File: src/rtl/clk_meter_pkg.sv
// Shared types and widths for the clock period meter.
package clk_meter_pkg;

    localparam int COUNT_W = 32;

    typedef enum logic [1:0] {
        IDLE    = 2'd0,
        ARM     = 2'd1,
        MEASURE = 2'd2
    } meter_state_t;

endpackage

File: src/rtl/sync_edge_detect.sv
// Multi-flop synchroniser with rising-edge detect for an asynchronous input.
// Reusable for any asynchronous edge source (period meter, trigger input).
module sync_edge_detect #(
    parameter int SYNC_STAGES = 2
) (
    input  logic clk,
    input  logic Reset,
    input  logic async_in,
    output logic s,
    output logic rise
);

    logic [SYNC_STAGES-1:0] r_sync;
    logic                   r_s_d;

    // NOTE: sequential state uses non-blocking assignments and an asynchronous
    // active-low reset; blocking here would collapse the synchroniser chain.
    always_ff @(posedge clk or negedge Reset) begin
        if (!Reset) begin
            r_sync <= '0;
            r_s_d  <= 1'b0;
        end else begin
            r_sync <= {r_sync[SYNC_STAGES-2:0], async_in};
            r_s_d  <= r_sync[SYNC_STAGES-1];
        end
    end

    assign s    = r_sync[SYNC_STAGES-1];
    assign rise = s & ~r_s_d;

endmodule

File: src/rtl/clk_period_meter.sv
// Measures the period of an asynchronous square wave in inclk cycles.
// Optional duty measurement (high_count) is enabled by defining CLK_METER_DUTY_EN.
module clk_period_meter
    import clk_meter_pkg::*;
#(
    parameter int          SYNC_STAGES    = 2,
    parameter int unsigned TIMEOUT_CYCLES = 50_000_000
) (
    input  logic               inclk,
    input  logic               Reset,
    input  logic               sig_in,
    input  logic               enable,
    output logic [COUNT_W-1:0] period_count,
    output logic [COUNT_W-1:0] high_count,
    output logic               period_valid,
    output logic               timeout,
    output logic               busy
);

    localparam logic [COUNT_W-1:0] TIMEOUT_LAST = COUNT_W'(TIMEOUT_CYCLES - 1);

    meter_state_t       r_state;
    logic [COUNT_W-1:0] r_cnt;
    logic [COUNT_W-1:0] r_period;
    logic               r_update;
    logic               r_valid;
    logic               r_timeout;

    logic w_rise;
    logic w_in_measure;
    logic w_meas_rise;
    logic w_timeout_hit;

`ifdef CLK_METER_DUTY_EN
    logic w_s;
`else
    logic w_s_unused;
`endif

    sync_edge_detect #(
        .SYNC_STAGES (SYNC_STAGES)
    ) u_sync (
        .clk      (inclk),
        .Reset    (Reset),
        .async_in (sig_in),
`ifdef CLK_METER_DUTY_EN
        .s        (w_s),
`else
        .s        (w_s_unused),
`endif
        .rise     (w_rise)
    );

    // enable has priority over both the edge and the timeout check
    assign w_in_measure  = enable && (r_state == MEASURE);
    assign w_meas_rise   = w_in_measure && w_rise;
    assign w_timeout_hit = w_in_measure && !w_rise && (r_cnt == TIMEOUT_LAST);

    always_ff @(posedge inclk or negedge Reset) begin
        if (!Reset) begin
            r_state   <= IDLE;
            r_cnt     <= '0;
            r_period  <= '0;
            r_update  <= 1'b0;
            r_valid   <= 1'b0;
            r_timeout <= 1'b0;
        end else begin
            r_update <= 1'b0;
            // valid trails the period register by a cycle so readers see a settled value
            r_valid  <= r_update;
            if (!enable) begin
                r_state <= IDLE;
                r_cnt   <= '0;
            end else begin
                unique case (r_state)
                    IDLE: r_state <= ARM;
                    ARM: begin
                        if (w_rise) begin
                            r_cnt   <= '0;
                            r_state <= MEASURE;
                        end
                    end
                    MEASURE: begin
                        if (w_meas_rise) begin
                            r_period  <= r_cnt + 1'b1;
                            r_update  <= 1'b1;
                            r_timeout <= 1'b0;
                            r_cnt     <= '0;
                        end else if (w_timeout_hit) begin
                            r_timeout <= 1'b1;
                            r_period  <= '0;
                            r_cnt     <= '0;
                            r_state   <= ARM;
                        end else begin
                            r_cnt <= r_cnt + 1'b1;
                        end
                    end
                    default: r_state <= IDLE;
                endcase
            end
        end
    end

`ifdef CLK_METER_DUTY_EN
    logic [COUNT_W-1:0] r_hcnt;
    logic [COUNT_W-1:0] r_high;

    // hcnt clears whenever cnt does; the rise cycle itself is counted via the +1
    always_ff @(posedge inclk or negedge Reset) begin
        if (!Reset) begin
            r_hcnt <= '0;
            r_high <= '0;
        end else if (w_meas_rise) begin
            r_high <= r_hcnt + 1'b1;
            r_hcnt <= '0;
        end else if (w_timeout_hit) begin
            r_high <= '0;
            r_hcnt <= '0;
        end else if (!w_in_measure) begin
            r_hcnt <= '0;
        end else if (w_s) begin
            r_hcnt <= r_hcnt + 1'b1;
        end
    end

    assign high_count = r_high;
`else
    assign high_count = '0;
`endif

    assign period_count = r_period;
    assign period_valid = r_valid;
    assign timeout      = r_timeout;
    assign busy         = (r_state != IDLE);

endmodule

File: config.mk
export PLATFORM = sky130hd
export DESIGN_NAME = clk_period_meter
export DESIGN_NICKNAME = d
export VERILOG_FILES = /design/src/rtl/clk_meter_pkg.sv /design/src/rtl/sync_edge_detect.sv /design/src/rtl/clk_period_meter.sv
export SDC_FILE = /design/constraint.sdc
export NUM_CORES = 1
export LEC_CHECK = 0
export ABC_CLOCK_PERIOD_IN_PS = 2640
export BUFFER_PORTS_ARGS = -buffer_cell sky130_fd_sc_hd__buf_2
export CAP_MARGIN = 5
export CORE_MARGIN = 3
export CORE_UTILIZATION = 55
export CTS_CLUSTER_DIAMETER = 150
export DETAILED_ROUTE_END_ITERATION = 12
export GPL_ROUTABILITY_DRIVEN = 0
export HOLD_SLACK_MARGIN = 0.06
export PLACE_DENSITY = 0.79
export SLEW_MARGIN = 20
export SYNTH_ARGS = -nofsm -noshare
export SYNTH_HDL_FRONTEND = slang
export SYNTH_SLANG_ARGS = --single-unit
File: constraint.sdc
create_clock -name inclk -period 2.64 [get_ports inclk]
set_clock_uncertainty 0.1 [all_clocks]
set_input_delay 0.66 -clock inclk [delete_from_list [all_inputs] [get_ports inclk]]
set_output_delay 0.66 -clock inclk [all_outputs]
set_load 0.02 [all_outputs]
==> key figures <==
Logic synthesis
  • Async SR Flop Fraction: 100.0%
  • Post-synthesis sequential area ratio: 44.80%
  • Post-synth EDFFs: 0
  • Synth Cell Area: 4021 sq um
  • Synth cell types: 46
  • Cells after synthesis: 399
  • Average cell area after synthesis: 10.08 sq um
  • Primary FF master, synth: dfrtp_1
  • Synth Warn #: 0
  • Synth Register Bits: 72

Layout
  • Fill cells: 535
  • Most common cell after layout, fill and taps aside: dfrtp_1
  • Layout cell share with drive strength beyond 1: 20.92%
  • # nets final: 436
  • Area grow syn2layout: 10.67%
  • Most frequent cells in the layout: dfrtp_1, a31oi_1, buf_2
  • Multi-input logic area: 1923 sq um
  • Antenna diodes: 0
  • Storage element area: 1802 sq um

Critical path
  • Req. time, crit path: 2790 ps
  • Worst reg2reg path startpoint: r_cnt[2]
  • Critical path class: reg -> reg
  • CP startpoint: r_cnt[2]
  • Crit Path Max Fanout: 13
  • CP arrival: 2610 ps
  • CP Capture Type: register
  • Worst setup SP type: register

Power and ir drop
  • Combinational fraction of design power: 6.2%
  • Worst ir drop on vdd: 0.3123 mV
  • Clock power frac: 44.0%
  • Pwr Density: 505.1 nW/um^2
  • Leakage power: 2.068 nW
  • Final Total Pwr: 0.002248 W
  • Switching pwr: 0.0005277 W
  • Sequential share of power: 49.8%
  • Internal power: 0.001720 W
  • Sw Share: 23.48%

Placement
  • DP HPWL: 5946 um
  • Dpl ws: 179.4 ps
  • IO Port Bufs: 38

Floorplan
  • FP Rows: 30
  • DIE AREA: 8373 sq um
  • Starting density of the core: 57.91%
  • Die span in y: 91.51 um
  • # IOs: 71
  • Core ar.: 6944 sq um
  • Die width: 91.51 um

Clock network
  • CTS max path bufs: 2
  • Clk Latency, worst-skew pair: 360 ps
  • CTS Sinks: 72
  • CTS Root Cell: clkbuf_8
  • Post-CTS resize count: 0
  • CTS Buf Count: 9
  • Hold Buf Count CTS: 0
  • CTS tree: built
  • H-tree depth: 3
  • Clk slew on worst S/H paths: 80 ps
  • # Post-CTS Setup Buffers: 0

Job
  • Max-cap violations: 0

STA
  • Hold Fails Final Rpt: 0
  • Setup TNS: 0 ps
  • Final WS setup: 178.6 ps
  • Tcrit/Tclk final: 93.24%
  • Fin crit period: 2461 ps
  • Actual slew at the worst max-slew pin: 569.2 ps
  • Fin. max-slew vios: 0
  • Setup-failing EPs final: 0
  • Unrepaired setup endpoints after global routing: no
  • Max frequency: 0.4063 GHz
  • Slew margin rel.: 62.05%

GRT
  • Grt ovf: 0
  • Antenna violations before repair: 0
  • All-Layer GR Usage: 22.08%
  • Vias in the first global route: 3076
  • Largest net degree at the start of global routing: 61
  • First-pass GRT wire length: 14780 um

Routing
  • Drt wl/cell: 17.02 um
  • DRT Pass-1 Iters: 6
  • DRT iter0 DRCs: 291
  • Highest metal used: met4
  • Final wirelength: 9038 um
  • Met1 Wirelength: 3831 um
  • Detail Route Antenna Nets: 0
  • # DRC: 0
  • Via count: 3266
  • Metal2 WL: 4302 um
  • DR vias/cell: 6.151
  • WL met3: 661 um

Worst hold path
  • Hold Path Class: in -> async

Status
  • Outcome: finished clean
cell usage after synthesis (all sizes together) (2+ instances only):
library cell | instances | area (sq um)
dfrtp | 72 | 1802
a31oi | 46 | 287.8
buf | 46 | 335.3
a22o | 29 | 254.0
nand3 | 24 | 137.6
clkbuf | 19 | 73.82
xnor2 | 16 | 140.1
nand2 | 15 | 56.30
nor2 | 14 | 52.55
xor2 | 12 | 105.1
nand4 | 9 | 56.30
nor3 | 9 | 50.05
or3b | 9 | 78.83
inv | 8 | 30.03
nor4 | 8 | 62.56
and3 | 7 | 43.79
o211ai | 6 | 45.04
a41oi | 5 | 43.79
and4 | 5 | 43.79
mux2i | 4 | 40.04
nand3b | 4 | 30.03
o21ai | 4 | 20.02
or4 | 4 | 37.53
and2 | 3 | 18.77
nand2b | 3 | 18.77
o2bb2ai | 3 | 26.28
a221o | 2 | 20.02
a32o | 2 | 20.02
or3 | 2 | 12.51
layer usage:
metal	track usage (%)	vias up
li1	-	1495
met1	30.18	1574
met2	34.88	169
met3	3.314	28
met4	9.422	0
met5	0	-
per-stage QoR:
stage	std cells	hold slack (ps)	utilization, %	cell area (sq um)
floorplan	430	231.2	-	4138
detailed placement	516	240.5	60.58	4207
finish	531	187.1	64.09	4451
global route	531	237.6	64.09	4451
CTS	531	206.1	63.75	4427
global placement	516	232.5	60.58	4207
path summary, 6_finish.rpt:
path	endpoint	slack, ps	cells past startpoint
setup reg to reg	period_count[29]	180	5
max in group asynchronous	r_cnt[26]	1580	2
setup / recovery	period_count[29]	180	5
hold reg to reg	period_valid	250	0
min in group inclk	period_valid	250	0
hold / removal	period_count[6]	190	1
worst max-delay path: stages (launching register included):
cell and delay (ps):
dfrtp_1 500, nand3_2 170, or4_4 680, or4_4 580
xnor2_1 150, a22o_1 180
cell families (layout without fill, tap and decap cells):
family | count (synthesis) | in the layout | share of synthesized area (%)
xor gates and xnor gates | 28 | 28 | 6.098
adders and majority gates | 1 | 1 | 0.3111
buffers and inverters | 73 | 78 | 10.92
DFF | 72 | 72 | 44.80
and+or+nand+nor | 120 | 120 | 18.23
other | 1 | 32 | 0.09325
AOI/OAI and AO/OA | 100 | 100 | 18.54
muxes | 4 | 4 | 0.9957
cell type report:
| type | count | area share [%] |
|---|---|---|
| Timing Repair Buffer | 55 | 7.984 |
| Sequential cell | 72 | 40.48 |
| Tap cell | 96 | 2.699 |
| Inverter | 8 | 0.6747 |
| Clock buffer | 12 | 3.486 |
| Clock inverter | 3 | 1.462 |
| Multi-Input combinational cell | 285 | 43.21 |
power by group through the flow:
stage,combinational [W],clock (W),sequential [W]
finish,0.000140,0.000989,0.00112
global route,0.000154,0.00104,0.00112
CTS,0.000140,0.00100,0.00112
detailed placement,0.000140,0,0.00114
global placement,0.000138,0,0.00114
floorplan,0.000122,0,0.00115
sequential cells by signal (all words and copies together), names as in the netlist:
name           count
u_sync.r_sync      2
r_update           1
r_cnt             32
u_sync.r_s_d       1
timeout            1
period_valid       1
period_count      32
r_state            2
Note: power is estimated with default switching activity, not from simulation.
